### src/rtl/bmp_pkg.sv
// Shared constants, widths and state encoding for the bitmap slice reader.
// The bitmap is 24 columns by 64 rows; counts and indices are sized from those.
package bmp_pkg;

  localparam int BMP_COLS  = 24;
  localparam int BMP_ROWS  = 64;
  localparam int PIX_MAX   = BMP_COLS * BMP_ROWS;

  localparam int COL_IDX_W = $clog2(BMP_COLS);
  localparam int ROW_IDX_W = $clog2(BMP_ROWS);
  localparam int PIX_W     = $clog2(PIX_MAX + 1);
  localparam int POP_W     = $clog2(BMP_ROWS + 1);

  // colmin starts above any real column so the first nonzero column always wins
  localparam logic [COL_IDX_W-1:0] COL_SENTINEL = '1;

  localparam int ST_W = 3;
  typedef enum logic [ST_W-1:0] {
    S_IDLE     = 3'd0,
    S_COL_REQ  = 3'd1,
    S_COL_WAIT = 3'd2,
    S_TOP_REQ  = 3'd3,
    S_TOP_WAIT = 3'd4,
    S_BOT_REQ  = 3'd5,
    S_BOT_WAIT = 3'd6,
    S_DONE     = 3'd7
  } state_t;

  function automatic logic [PIX_W-1:0] pix_add(input logic [PIX_W-1:0] acc,
                                               input logic [POP_W-1:0] pop);
    return acc + PIX_W'(pop);
  endfunction

endpackage

### src/rtl/bmp_slice_reader_popcount64.sv
// Combinational population count of one 64-bit column slice; zero latency.
module popcount64
  import bmp_pkg::*;
(
  input  logic [BMP_ROWS-1:0] din,
  output logic [POP_W-1:0]    cnt
);

  always_comb begin
    cnt = '0;
    for (int i = 0; i < BMP_ROWS; i++) begin
      cnt = cnt + POP_W'(din[i]);
    end
  end

endmodule

### src/rtl/bmp_slice_reader.sv
// Requests every column, then scans rows from both ends, reducing the bitmap to count/extent.
// Each request waits up to TIMEOUT cycles for its ready strobe; all outputs are registered.
module bmp_slice_reader
  import bmp_pkg::*;
#(
  parameter int TIMEOUT = 16
) (
  input  logic                  clk,
  input  logic                  rst,
  input  logic                  alustart,
  output logic                  nextcol,
  output logic                  nextrowtop,
  output logic                  nextrowbot,
  input  logic                  colready,
  input  logic                  rowtopready,
  input  logic                  rowbotready,
  input  logic [BMP_ROWS-1:0]   columnout,
  input  logic [BMP_COLS-1:0]   toprowout,
  input  logic [BMP_COLS-1:0]   botrowout,
  output logic [PIX_W-1:0]      pixcount,
  output logic [COL_IDX_W-1:0]  colmin,
  output logic [COL_IDX_W-1:0]  colmax,
  output logic [ROW_IDX_W-1:0]  rowmin,
  output logic [ROW_IDX_W-1:0]  rowmax,
  output logic                  empty,
  output logic                  timeout_err,
  output logic                  busy,
  output logic                  done
);

  localparam int TW = $clog2(TIMEOUT + 1);
  localparam logic [TW-1:0] WAIT_LAST = TW'(TIMEOUT - 1);

  state_t                 state_q, state_d;
  logic [ROW_IDX_W-1:0]   idx_q, idx_d;
  logic [TW-1:0]          wait_q, wait_d;
  logic [PIX_W-1:0]       pix_q, pix_d;
  logic [COL_IDX_W-1:0]   colmin_q, colmin_d;
  logic [COL_IDX_W-1:0]   colmax_q, colmax_d;
  logic [ROW_IDX_W-1:0]   rowmin_q, rowmin_d;
  logic [ROW_IDX_W-1:0]   rowmax_q, rowmax_d;
  logic                   found_q, found_d;
  logic                   empty_q, empty_d;
  logic                   tmo_q, tmo_d;
  logic                   busy_q, busy_d;
  logic                   done_q, done_d;
  logic                   nextcol_q, nextcol_d;
  logic                   nexttop_q, nexttop_d;
  logic                   nextbot_q, nextbot_d;

  logic [POP_W-1:0]       col_pop;
  logic [PIX_W-1:0]       pix_sum;
  logic                   wait_expired;

  popcount64 u_popcount (
    .din (columnout),
    .cnt (col_pop)
  );

  assign pix_sum      = pix_add(pix_q, col_pop);
  assign wait_expired = (wait_q == WAIT_LAST);

  always_comb begin
    state_d  = state_q;
    idx_d    = idx_q;
    wait_d   = wait_q;
    pix_d    = pix_q;
    colmin_d = colmin_q;
    colmax_d = colmax_q;
    rowmin_d = rowmin_q;
    rowmax_d = rowmax_q;
    found_d  = found_q;
    empty_d  = empty_q;
    tmo_d    = tmo_q;

    case (state_q)
      S_IDLE: begin
        if (alustart) begin
          pix_d    = '0;
          colmin_d = COL_SENTINEL;
          colmax_d = '0;
          rowmin_d = '0;
          rowmax_d = '0;
          found_d  = 1'b0;
          empty_d  = 1'b0;
          tmo_d    = 1'b0;
          idx_d    = ROW_IDX_W'(BMP_COLS - 1);
          state_d  = S_COL_REQ;
        end
      end

      S_COL_REQ: begin
        wait_d  = '0;
        state_d = S_COL_WAIT;
      end

      S_COL_WAIT: begin
        if (colready) begin
          pix_d = pix_sum;
          // Columns arrive highest index first, so the first hit is colmax
          if (|columnout) begin
            colmin_d = idx_q[COL_IDX_W-1:0];
            if (!found_q) begin
              colmax_d = idx_q[COL_IDX_W-1:0];
              found_d  = 1'b1;
            end
          end
          if (idx_q == '0) begin
            if (pix_sum == '0) begin
              empty_d  = 1'b1;
              colmin_d = '0;
              colmax_d = '0;
              rowmin_d = '0;
              rowmax_d = '0;
              state_d  = S_DONE;
            end else begin
              idx_d   = ROW_IDX_W'(BMP_ROWS - 1);
              state_d = S_TOP_REQ;
            end
          end else begin
            idx_d   = idx_q - 1'b1;
            state_d = S_COL_REQ;
          end
        end else if (wait_expired) begin
          tmo_d   = 1'b1;
          state_d = S_DONE;
        end else begin
          wait_d = wait_q + TW'(1);
        end
      end

      S_TOP_REQ: begin
        wait_d  = '0;
        state_d = S_TOP_WAIT;
      end

      S_TOP_WAIT: begin
        if (rowtopready) begin
          if (|toprowout) begin
            rowmax_d = idx_q;
            idx_d    = '0;
            state_d  = S_BOT_REQ;
          end else begin
            idx_d   = idx_q - 1'b1;
            state_d = S_TOP_REQ;
          end
        end else if (wait_expired) begin
          tmo_d   = 1'b1;
          state_d = S_DONE;
        end else begin
          wait_d = wait_q + TW'(1);
        end
      end

      S_BOT_REQ: begin
        wait_d  = '0;
        state_d = S_BOT_WAIT;
      end

      S_BOT_WAIT: begin
        if (rowbotready) begin
          if (|botrowout) begin
            rowmin_d = idx_q;
            state_d  = S_DONE;
          end else begin
            idx_d   = idx_q + 1'b1;
            state_d = S_BOT_REQ;
          end
        end else if (wait_expired) begin
          tmo_d   = 1'b1;
          state_d = S_DONE;
        end else begin
          wait_d = wait_q + TW'(1);
        end
      end

      S_DONE: begin
        state_d = S_IDLE;
      end

      default: begin
        state_d = S_IDLE;
      end
    endcase
  end

  // Strobes are decoded from the next state so they line up with the registered state
  always_comb begin
    busy_d    = (state_d != S_IDLE);
    done_d    = (state_d == S_DONE);
    nextcol_d = (state_d == S_COL_REQ);
    nexttop_d = (state_d == S_TOP_REQ);
    nextbot_d = (state_d == S_BOT_REQ);
  end

  always_ff @(posedge clk or posedge rst) begin
    if (rst) begin
      state_q   <= S_IDLE;
      idx_q     <= '0;
      wait_q    <= '0;
      pix_q     <= '0;
      colmin_q  <= '0;
      colmax_q  <= '0;
      rowmin_q  <= '0;
      rowmax_q  <= '0;
      found_q   <= 1'b0;
      empty_q   <= 1'b0;
      tmo_q     <= 1'b0;
      busy_q    <= 1'b0;
      done_q    <= 1'b0;
      nextcol_q <= 1'b0;
      nexttop_q <= 1'b0;
      nextbot_q <= 1'b0;
    end else begin
      state_q   <= state_d;
      idx_q     <= idx_d;
      wait_q    <= wait_d;
      pix_q     <= pix_d;
      colmin_q  <= colmin_d;
      colmax_q  <= colmax_d;
      rowmin_q  <= rowmin_d;
      rowmax_q  <= rowmax_d;
      found_q   <= found_d;
      empty_q   <= empty_d;
      tmo_q     <= tmo_d;
      busy_q    <= busy_d;
      done_q    <= done_d;
      nextcol_q <= nextcol_d;
      nexttop_q <= nexttop_d;
      nextbot_q <= nextbot_d;
    end
  end

  assign nextcol     = nextcol_q;
  assign nextrowtop  = nexttop_q;
  assign nextrowbot  = nextbot_q;
  assign pixcount    = pix_q;
  assign colmin      = colmin_q;
  assign colmax      = colmax_q;
  assign rowmin      = rowmin_q;
  assign rowmax      = rowmax_q;
  assign empty       = empty_q;
  assign timeout_err = tmo_q;
  assign busy        = busy_q;
  assign done        = done_q;

endmodule

### config.mk
export PLATFORM = sky130hd
export DESIGN_NAME = bmp_slice_reader
export DESIGN_NICKNAME = d
export VERILOG_FILES = /design/src/rtl/bmp_pkg.sv /design/src/rtl/bmp_slice_reader_popcount64.sv /design/src/rtl/bmp_slice_reader.sv
export SDC_FILE = /design/constraint.sdc
export NUM_CORES = 1
export LEC_CHECK = 0
export CORE_MARGIN = 10
export CORE_UTILIZATION = 35
export DETAILED_ROUTE_END_ITERATION = 10
export PLACE_DENSITY = 0.58
export SLEW_MARGIN = 10
export SYNTH_ARGS = -nofsm -noshare
export SYNTH_HDL_FRONTEND = slang
export SYNTH_SLANG_ARGS = --single-unit
### constraint.sdc
create_clock -name clk -period 3.39 [get_ports clk]
set_input_delay 0.339 -clock clk [delete_from_list [all_inputs] [get_ports clk]]
set_output_delay 0.339 -clock clk [all_outputs]
set_load 0.03 [all_outputs]
==> results.md <==
* Status: complete, but fails checks
* Failing checks: negative setup slack
* Post-Syn Instances at 597
* Worst R2R Start: idx_q[0]
* Yosys cell types at 60
* Die X at about 140 um
* GRT Util Overall at 17.3%
* Full die area at between 20000 and 25000 um^2
* Data arrival time of the critical path at 7870 ps
* Critical path peak fanout at 6
* Final setup margin at -4290 ps
* Post-layout util at 55.0%
* Most used flip-flop cell after synthesis: dfrtp_1
* Syn_area_per_cell at 8.94 um^2
* TritonCTS clock tree: yes
* Non-filler instance count after layout at around 1.0k
* Ratio of cells with drive above 1 in the final layout at 24.1%
* Initial DRC Count at between 400 and 500
* Post-synth ARST share at 100%
* Clock Latency Late Sink at 310 ps
* Startpoint Class: input port
* Setup CP Type: in2reg
* CTS Root Cell: clkbuf_16
* CTS Buf Count at 5
* Row Count at 45
* Fin crit period at around 7700 ps
* Relative slew slack at around half
* Area Growth Syn to Fin at 55.5%
* Largest net degree at the start of global routing at 31
* FF-to-FF path depth at 11
* Worst slew pin tran at approximately 720 ps
* Synth Register Bits at 55
* CTS Sinks at 55
* Cts-stage hold buffer count at 0
* First-pass GRT wire length at approximately 29000 um
* Slew Limit Fails at 0
* Worst setup startpoint: columnout[1]
* Htree depth at 2
* Sequential-to-total area share from yosys stat at about a quarter
* RSZ-0062 raised after global routing: yes
* Syn Nets at 799
* Chip height at around 140 um
* Clock slew at the register clock pins of the worst setup and hold paths at 80 ps
* YS warnings at 0
* Peak Freq at around 0.13 GHz
* Remaining DRCs at 0
* Max-Cap Viols at 0
* Vias in the first global route at 5587
* Antenna cells at 0
* Post-synth EDFFs at 0
* IO Pins at about 160
* Core ar. at ~15000 um^2
* Number of nets with antenna violations after routing at 0
* Worst-case clock buffer depth at 2
* Initial Util at ~35%
* Worst Path Required at between 3000 and 4000 ps
* NumNets Final at roughly 1.0k
* Mapped cell area at between 5000 and 6000 um^2
* Pre-antenna DRT Iters at 5
* HP Class: in2async
* HPWL Detailed at 14900 um
* WL/cell at 17.6 um
* IO Port Bufs at between 150 and 200
* Routed via count at approximately 5.2k
* Crit path largest cell delay at approximately 560 ps
* Worst setup path endpoint: rowmax[3]
* Final worst-path cycle share at 227%
* R2R setup slack at 280 ps
* Initial antenna violation count at 0
* # fillers at approximately 1.4k
* Placer Congestion at roughly 0.9
* Final hold viol count at 0
* Grt total ovfl at 0
* Placed Cells incl. Taps at roughly 1000
* Pre-CTS WS at -5210 ps
* Number of setup violations in the final report at between 40 and 50
* Slowest CP cell: fa_1
* WL final at approximately 18000 um
* Vias/cell at approximately 5
* Setup TNS at -180260 ps
* Storage cell area at 1380 um^2
* Multi-input logic area at ~3800 um^2
* Reg2Reg Capture Point: rowmax[3]
* Setup Skew at roughly 8.5 ps
* Top cell by count, worst path: fa_1
* Type of element capturing the critical path: flop
==> registers in the layout, indices dropped and copies added (netlist names), 3 cells and up <==
signal	cells
rowmax	6
colmax	5
wait_q	5
colmin	5
idx_q	6
pixcount	11
rowmin	6
state_q	3
==> routing by layer <==
metal / track usage (%) / up-vias / part of all wire (%)
li1: - / 2497 / -
met1: 21.4 / 2515 / 41
met2: 30.7 / 157 / 53
met3: 3.00 / 21 / 4.6
met4: 3.39 / 0 / 1.1
met5: 0 / - / 0
==> placed cells by master (no fill, tap or decap), types with 5 or more instances in the layout <==
cell               n
a21o_1             6
a21oi_1           22
a21oi_2            5
a221o_1            6
a22o_1            10
buf_2              7
buf_4             79
buf_6             10
clkbuf_16          5
clkdlybuf4s15_1    9
clkdlybuf4s15_2    5
clkdlybuf4s50_1  126
dfrtp_1           55
dlygate4sd2_1      8
fa_1              46
fa_2               9
ha_1              22
inv_1             97
inv_2             17
nand2_1           51
nand2b_1           7
nand4_1           11
nor2_1            25
nor2b_1            5
nor3_1            10
nor4_1            31
o21ai_0           10
o21ai_1           18
xor2_1             5
==> stage by stage <==
step | instance area [um^2] | hold slack, ps
after floorplan | 5460 | 500
after global placement | 7750 | 475
after detailed placement | 7750 | 493
after CTS | 8110 | 481
after global routing | 8300 | 520
final | 8300 | 461
==> repair_timing <==
action / in CTS / in global routing
gates cloned: 0 / 0
hold endpoints to repair: 0 / 0
pin swaps: 38 / 20
resized for setup: 133 / 39
setup buffers: 11 / 5
setup endpoints to repair: 46 / 46
==> kinds of logic (layout without fill, tap and decap cells) <==
family                     Yosys count  in the layout  synth area share [%]
buffers and inverters              134            370                  9.64
xor gates and xnor gates            12             12                  1.97
adders and majority gates           84             84                  27.4
muxes                                2              2                 0.375
DFF                                 55             55                  25.8
AOI/OAI and AO/OA                  124            124                  16.3
and+or+nand+nor                    186            186                  18.5
==> how the worst min path moves through the flow <==
| stage | depth (start not counted) | slack [ps] | start | end |
|---|---|---|---|---|
| after floorplan | 2 | 500 | wait_q[4] | wait_q[4] |
| after global placement | 2 | 470 | timeout_err | timeout_err |
| after detailed placement | 1 | 490 | rowmin[4] | rowmin[4] |
| after CTS | 2 | 480 | rst | colmax[1] |
| after global routing | 1 | 520 | rowmin[4] | rowmin[4] |
| final | 2 | 460 | rst | colmax[4] |
==> critical path, delay by kind of cell <==
family                   cells  cell delay, ps
AO/OA/AOI/OAI               10            1680
adder cells (fa/ha/maj)     12            5000
AND/OR/NAND/NOR              2             460
buffers and inverters        5             380
==> area by class of cell <==
class                           instances  share of cell area, %
Clock buffer                            5                   1.51
Sequential cell                        55                   16.6
Multi-Input combinational cell        408                   46.3
Inverter                              116                   5.40
Timing Repair Buffer                  246                   27.1
Tap cell                              188                   2.84
Clock inverter                          3                  0.302
==> synthesized netlist by cell type (all sizes together), types with 2 or more instances <==
master,count,area share (%)
a211o,2,0.33
a211oi,5,0.70
a21boi,3,0.42
a21o,6,0.84
a21oi,29,2.8
a221o,6,1.1
a221oi,2,0.33
a22o,10,1.6
a31oi,4,0.47
a32o,2,0.38
a32oi,2,0.33
and2,5,0.59
and3,3,0.35
buf,3,0.40
clkbuf,15,1.1
dfrtp,55,26
fa,55,21
ha,29,6.8
inv,116,8.2
mux2i,2,0.38
nand2,54,3.8
nand2b,8,0.94
nand3,3,0.28
nand4,11,1.3
nand4b,2,0.33
nor2,32,2.3
nor2b,9,1.1
nor3,11,1.0
nor3b,6,1.1
nor4,32,3.9
nor4b,3,0.73
o2111ai,2,0.33
o211ai,3,0.42
o21ai,32,3.0
o22ai,2,0.23
o31a,2,0.33
o31ai,4,0.56
or2,3,0.35
or3,2,0.23
xnor2,7,1.1
xor2,5,0.82
Power is left out: the tool's default activity adds up to more than one toggle a clock period on the data nets, which glitch-free logic cannot reach.
